File: src/rtl/toycpu_pkg.sv
// Shared definitions for the toy CPU data-RAM arbiter: default widths,
// requester (owner) encoding and the arbiter FSM state type.
package toycpu_pkg;

  localparam int ADDR_W_DEF = 16;
  localparam int DATA_W_DEF = 16;

  localparam logic OWNER_A = 1'b0;
  localparam logic OWNER_B = 1'b1;

  typedef enum logic [0:0] {
    ARB    = 1'b0,
    LOCK_B = 1'b1
  } state_e;

endpackage

File: src/rtl/toycpu_rr_arb2.sv
// Combinational two-way round-robin pick. When both requesters are active,
// the one that did not win most recently (`last`) is chosen.
module toycpu_rr_arb2
  import toycpu_pkg::*;
(
  input  logic req_a,
  input  logic req_b,
  input  logic last,
  output logic pick_a,
  output logic pick_b
);

  // A wins when alone, or when both ask and B was the previous winner.
  always_comb begin
    pick_a = req_a & (~req_b | (last == OWNER_B));
    pick_b = req_b & ~pick_a;
  end

endmodule

File: src/rtl/toycpu_mem_arbiter.sv
// Shares a single-port synchronous data RAM between the CPU data port (A)
// and a debug/loader DMA port (B). Grants are combinational in the accepting
// cycle; B may take a bounded exclusive lock; read data is steered back to
// the requester that issued the read one cycle after its grant.
module toycpu_mem_arbiter
  import toycpu_pkg::*;
#(
  parameter int ADDR_W    = ADDR_W_DEF,
  parameter int DATA_W    = DATA_W_DEF,
  parameter int MAX_BURST = 4
) (
  input  logic              clk,
  input  logic              rst,
  input  logic              a_req,
  input  logic              a_we,
  input  logic [ADDR_W-1:0] a_addr,
  input  logic [DATA_W-1:0] a_wdata,
  output logic              a_gnt,
  output logic              a_stall,
  output logic              a_rvalid,
  output logic [DATA_W-1:0] a_rdata,
  input  logic              b_req,
  input  logic              b_lock,
  input  logic              b_we,
  input  logic [ADDR_W-1:0] b_addr,
  input  logic [DATA_W-1:0] b_wdata,
  output logic              b_gnt,
  output logic              b_rvalid,
  output logic [DATA_W-1:0] b_rdata,
  output logic              mem_en,
  output logic              mem_we,
  output logic [ADDR_W-1:0] mem_addr,
  output logic [DATA_W-1:0] mem_wdata,
  input  logic [DATA_W-1:0] mem_rdata
);

  localparam int CNT_W = $clog2(MAX_BURST + 1);
  localparam logic [CNT_W-1:0] CNT_MAX = CNT_W'(MAX_BURST);
  localparam logic [CNT_W-1:0] CNT_ONE = CNT_W'(1);

  state_e           state_q, state_d;
  logic             last_q, last_d;
  logic [CNT_W-1:0] cnt_q, cnt_d;
  logic             a_rd_q, a_rd_d;
  logic             b_rd_q, b_rd_d;
  logic             pick_a, pick_b;

  toycpu_rr_arb2 u_rr (
    .req_a  (a_req),
    .req_b  (b_req),
    .last   (last_q),
    .pick_a (pick_a),
    .pick_b (pick_b)
  );

  // Grants: round-robin in ARB, B-only while locked; nothing while in reset.
  always_comb begin
    a_gnt   = rst & (state_q == ARB) & pick_a;
    b_gnt   = rst & ((state_q == ARB) ? pick_b : b_req);
    a_stall = a_req & ~a_gnt;
  end

  // RAM port is driven from whichever requester won this cycle.
  always_comb begin
    mem_en    = a_gnt | b_gnt;
    mem_we    = a_gnt ? a_we : (b_gnt & b_we);
    mem_addr  = a_gnt ? a_addr : b_addr;
    mem_wdata = a_gnt ? a_wdata : b_wdata;
  end

  // Read return: the tag registered at grant time selects the destination;
  // rdata is forced to zero whenever the matching rvalid is low.
  always_comb begin
    a_rvalid = rst & a_rd_q;
    b_rvalid = rst & b_rd_q;
    a_rdata  = a_rvalid ? mem_rdata : '0;
    b_rdata  = b_rvalid ? mem_rdata : '0;
  end

  // Next-state logic for the lock FSM, round-robin history and burst counter.
  always_comb begin
    state_d = state_q;
    last_d  = last_q;
    cnt_d   = cnt_q;
    a_rd_d  = a_gnt & ~a_we;
    b_rd_d  = b_gnt & ~b_we;
    case (state_q)
      ARB: begin
        if (a_gnt) begin
          last_d = OWNER_A;
        end else if (b_gnt) begin
          last_d = OWNER_B;
          // The granting cycle is the first locked beat, so a one-beat
          // burst never needs the LOCK_B state at all.
          if (b_lock && (MAX_BURST > 1)) begin
            state_d = LOCK_B;
            cnt_d   = CNT_ONE;
          end
        end
      end
      LOCK_B: begin
        last_d = OWNER_B;
        if (cnt_q != CNT_MAX) cnt_d = cnt_q + CNT_ONE;
        // Leaving with last=B hands the next contested cycle to A.
        if (!b_lock || (cnt_d == CNT_MAX)) begin
          state_d = ARB;
          cnt_d   = '0;
        end
      end
      default: state_d = ARB;
    endcase
  end

  // State registers; reset discards any read still in flight.
  always_ff @(posedge clk) begin
    if (!rst) begin
      state_q <= ARB;
      last_q  <= OWNER_B;
      cnt_q   <= '0;
      a_rd_q  <= 1'b0;
      b_rd_q  <= 1'b0;
    end else begin
      state_q <= state_d;
      last_q  <= last_d;
      cnt_q   <= cnt_d;
      a_rd_q  <= a_rd_d;
      b_rd_q  <= b_rd_d;
    end
  end

endmodule

File: config.mk
export PLATFORM = sky130hd
export DESIGN_NAME = toycpu_mem_arbiter
export DESIGN_NICKNAME = d
export VERILOG_FILES = /design/src/rtl/toycpu_pkg.sv /design/src/rtl/toycpu_rr_arb2.sv /design/src/rtl/toycpu_mem_arbiter.sv
export SDC_FILE = /design/constraint.sdc
export NUM_CORES = 1
export LEC_CHECK = 0
export CAP_MARGIN = 15
export CELL_PAD_IN_SITES_DETAIL_PLACEMENT = 1
export CELL_PAD_IN_SITES_GLOBAL_PLACEMENT = 1
export CORE_AREA = 2 2 61 63
export CTS_CLUSTER_DIAMETER = 100
export DETAILED_ROUTE_END_ITERATION = 12
export DIE_AREA = 0 0 63 65
export DONT_BUFFER_PORTS = 1
export PLACE_DENSITY = 0.79
export SYNTH_ARGS = -nofsm -noshare
export SYNTH_HDL_FRONTEND = slang
export SYNTH_SLANG_ARGS = --single-unit
File: constraint.sdc
create_clock -name clk -period 5.3 [get_ports clk]
set_clock_uncertainty 0.2 [all_clocks]
set_input_delay 1.06 -clock clk [delete_from_list [all_inputs] [get_ports clk]]
set_output_delay 1.06 -clock clk [all_outputs]
set_load 0.02 [all_outputs]
# ---- Word-level counts from Yosys, hierarchy flattened
# Cells that the tools add are included.
dict set report word_totals {
  output_inout_bits 71
  elab_cells 55
  ff_bits 7
  input_bits 87
}
dict set report classes {
  n_bitwise 19
  n_reduce_logical 3
  n_addsub 1
  muxes 21
  n_eq_ne 6
}
# operator n
set op_table {}
lappend op_table {{$mux W16} 4}
lappend op_table {{$mux W3} 6}
lappend op_table {{$and A1 B1 Y1} 11}
lappend op_table {{$mux W1} 8}
lappend op_table {{$ne A2 B2 Y1 const B} 3}
lappend op_table {{$ne A3 B3 Y1 const B} 2}
lappend op_table {{$not A1 Y1} 6}
lappend op_table {{$pmux W3 S2} 1}
lappend op_table {{$pmux W1 S2} 2}
lappend op_table {{$add A3 B1 Y3 const B} 1}
lappend op_table {{$eq A3 B3 Y1 const B} 1}
lappend op_table {{$reduce_and A3 Y1} 1}
lappend op_table {{$or A1 B1 Y1} 2}
lappend op_table {{$logic_not A1 Y1} 1}
lappend op_table {{$logic_or A1 B1 Y1} 1}

# ---- Longest topological paths before layout
dict set report depth {
  ltp_word 10
  ltp_mapped 7
  ltp_nobuf 6
}

# ---- Cells and area by module
# From an unflattened synthesis, not the netlist that was laid out.
dict set report hier_totals {
  hier_cells 126
  hier_area_um2 1144.8
}
# module area_per_inst_um2 instances cells_each seq_area_each_um2
set modules_own_cells {}
lappend modules_own_cells {toycpu_mem_arbiter 1126.1 1 123 140.1}
lappend modules_own_cells {toycpu_rr_arb2 18.8 1 3 0.0}

# ---- Worst setup path after synthesis
# OpenSTA, ideal clock, no wires.
dict set report synth_timing {
  path_type {input port to output port}
  from {input rst}
  to {output mem_we}
  n_path_buf 2
  t_arrival_ns 2.125
  path_slack_ns 1.915
  cell_stages 5
  t_required_ns 4.040
  path_cell_list {nor2b_4 -> and3_4 -> buf_6 -> buf_8 -> o21ai_0}
}
dict set report synth_between {
  elab_chain_cells 3
  word_cells_on_any_way 5
  classes_between {mux (1); bitwise (4)}
}
# element line
set synth_rtl {}
lappend synth_rtl {{from (decl)} toycpu_mem_arbiter.sv:13} ;# input logic rst,
lappend synth_rtl {{$and A1 B1 Y1 (2 in a row)} toycpu_mem_arbiter.sv:58} ;# a_gnt = rst & (state_q == ARB) & pick_a;
lappend synth_rtl {{net a_gnt} toycpu_mem_arbiter.sv:18} ;# output logic a_gnt,
lappend synth_rtl {{$mux W1} toycpu_mem_arbiter.sv:66} ;# mem_we = a_gnt ? a_we : (b_gnt & b_we);
lappend synth_rtl {{to (decl)} toycpu_mem_arbiter.sv:31} ;# output logic mem_we,
# The timed path passes the listed nets, and every way through them passes these cells.

# ---- Worst setup path after layout
# Ends and elaborated chain as after synthesis.

==> reports/results.ini <==
[run_status]
outcome=finished, final reports clean

[clock_tree]
clockBufferDepth=2
cts_made_buffers=3
ctsResizeCount=0
tritoncts=built
clkSlewWorstSetupHoldPaths_ns=0.06
worstSkewPairLatency_ns=0.26
cts_hold_buf=0
root_buffer=clkbuf_4
h-tree-depth=1
clock-sinks=7
cts_setup_buffers=0

[logic_synthesis]
synth.distinct_cells=29
syn_avg_cell_area_sq_um=8.56
syn-instance-count=133
synth_nets=222
yosysSeqAreaShare=0.123
ys_warn_count=0
synth-seq-cells=7
syn_area_sq_um=1140

[global_routing]
grt_util_all_layers=0.178
grt_use_met1=0.192
grt_start_max_net_pins=42
first_global_vias=951
met2_usage=0.283
overflow=0
grtUsageMet3=0.134
antenna_found_initial=0
grt_pass1_wl_mm=5.55
busiest_layer=met2

[critical_path]
critPathTopFamily=compound AO/OA/AOI/OAI gates
cp_data_required_time_ns=4.04
critPathMaxStageDelay_ns=0.75
worstPathArrival_ns=2.28
r2r_slack_ns=3.41
path_depth=3
crit_path_end_kind=output port
crit_fanout=41
crit_type=input pin to output port
r2r-start=cnt_q[0]
worst_r2r_path_depth=5
critPathBufInv=0
crit_path_start_kind=input pin
critPathSlowestCell=o21ai_0
crit_chain=nor2b_4 -> and3_4 -> o21ai_0
r2r-end=state_q

[sta]
worst_slack_ns=1.76
rsz0062_at_grt=false
maxSlewHeadroom=0.430
timing.final.crit_share=0.668
min_period_ns=3.54
max_freq_mhz=282
worst_pin_slew_ns=0.846
finalHoldViolCount=0
tns_ns=0
slew_violations=0
setup_viol=0

[power_and_ir_drop]
sw_frac_of_total=0.434
power_frac_comb=0.470
clkPwrFrac=0.248
ir_drop_uv=116
leakage_nw=0.553
netSwitchingPower_uw=92.0
internal_power_uw=120
seq_power_share=0.282
p_per_area_nw_per_um2=186

[routing]
firstDrtPassIters=4
routed_wl_mm=4.19
viasPerCell=5.82
drtIter0Drc=68
drtAntennaViolNets=0
wire_per_inst_microns=24.2
num_vias=1007
drc=0

[floorplanning]
die_w_microns=63
start_util=0.326
core_sq_um=3500
fp-row-count=22
chipHeight_microns=65
dieArea_sq_um=4100
io_pins=158

[min_path]
hold_path.class=register to register
holdPathStages=2
min-delay-start=last_q
worstHoldEndpoint=last_q

[place]
dp_slack_ns=1.79
gp_congestion=0.737
dp_hpwl_mm=3.49
portBuffers=0

[finish]
area_delta_synth_final_pct=-0.110
nFillCells=446
nets=215
drive_above_1_share=0.296
diodes=0

[run]
maxCapViolCount=0

-- registers in the layout (all words and copies together), names as in the netlist --
signal and flops:
a_rd_q 1, b_rd_q 1, cnt_q 3, last_q 1, state_q 1
-- cell usage after synthesis --
cell type  count  area [sq um]
a21oi_1        4          20.0
a22o_1         1          8.76
a311oi_1       2          17.5
a31oi_1        3          18.8
and2_1         2          12.5
and3_1        33           206
and3_4         1          11.3
and3b_1        1          8.76
buf_12         1          20.0
buf_4          2          15.0
buf_6          1          11.3
buf_8          1          15.0
clkbuf_1       7          26.3
dfxtp_1        7           140
ha_1           2          25.0
inv_1          4          15.0
mux2_2        18           203
mux2_4        14           210
nand2_1        8          30.0
nand2b_1       2          12.5
nand3_1        4          20.0
nor2_1         3          11.3
nor2b_1        3          18.8
nor2b_4        1          13.8
nor3_1         1          5.00
nor3b_1        1          7.51
o21ai_0        4          20.0
or3_1          1          6.26
xor2_1         1          8.76
-- how the worst max path moves through the flow --
stage	from	endpoint
finish	rst	mem_we
global route	rst	mem_we
CTS	rst	mem_we
detailed placement	rst	mem_we
global placement	rst	mem_we
floorplan	rst	mem_we
-- cells in the final DEF, fill, tap and decap left out --
master     n
a21oi_1    4
a22o_1     1
a311oi_1   2
a31oi_1    3
and2_1     2
and3_1    33
and3_4     1
and3b_1    1
clkbuf_1   1
clkbuf_4   3
dfxtp_1    7
ha_1       2
inv_1      4
mux2_2    18
mux2_4    14
nand2_1    8
nand2b_1   2
nand3_1    4
nor2_1     3
nor2b_1    3
nor2b_4    1
nor3_1     1
nor3b_1    1
o21ai_0    4
or3_1      1
xor2_1     1
-- power by group through the flow --
stage               combinational [mW]  sequential [mW]  clock [mW]
detailed placement              0.0991           0.0609           0
floorplan                       0.0976           0.0580           0
global route                     0.104           0.0605      0.0581
finish                          0.0995           0.0597      0.0526
global placement                0.0969           0.0601           0
CTS                             0.0995           0.0597      0.0557
-- tightest hold or removal path: stages (launching register included) --
cell,delay [ns]
dfxtp_1,0.35
o21ai_0,0.09
nand2_1,0.06
-- cell families after synthesis --
group	synth area share
XOR/XNOR	0.00769
flip-flops	0.123
AO/OA/AOI/OAI	0.0747
buffers and inverters	0.0901
multiplexers	0.363
adder cells (fa/ha/maj)	0.0220
AND/OR/NAND/NOR	0.320
-- per-layer routing --
metal | vias to the layer above | share of wire
met1 | 472 | 0.35
met2 | 69 | 0.49
met5 | - | 0
met4 | 0 | 0.0072
met3 | 2 | 0.15
li1 | 464 | -
-- per-stage QoR --
stage	total power, mW	cell area, sq um	hold WS, ns	instances	utilization
2_1_floorplan	0.156	1140	0.267	133	-
3_3_place_gp	0.157	1110	0.284	169	0.318
3_5_place_dp	0.160	1110	0.316	169	0.318
4_1_cts	0.215	1140	0.327	173	0.325
5_1_grt	0.223	1140	0.338	173	0.325
6_report	0.212	1140	0.323	173	0.325
-- final cells by class --
cell class                      count  area [sq um]  share of cell area
Tap cell                           48          60.1              0.0528
Inverter                            4          15.0              0.0132
Clock buffer                        4          26.3              0.0231
Sequential cell                     7           140               0.123
Multi-Input combinational cell    110           896               0.788
Power figures use the tool's default switching activity.
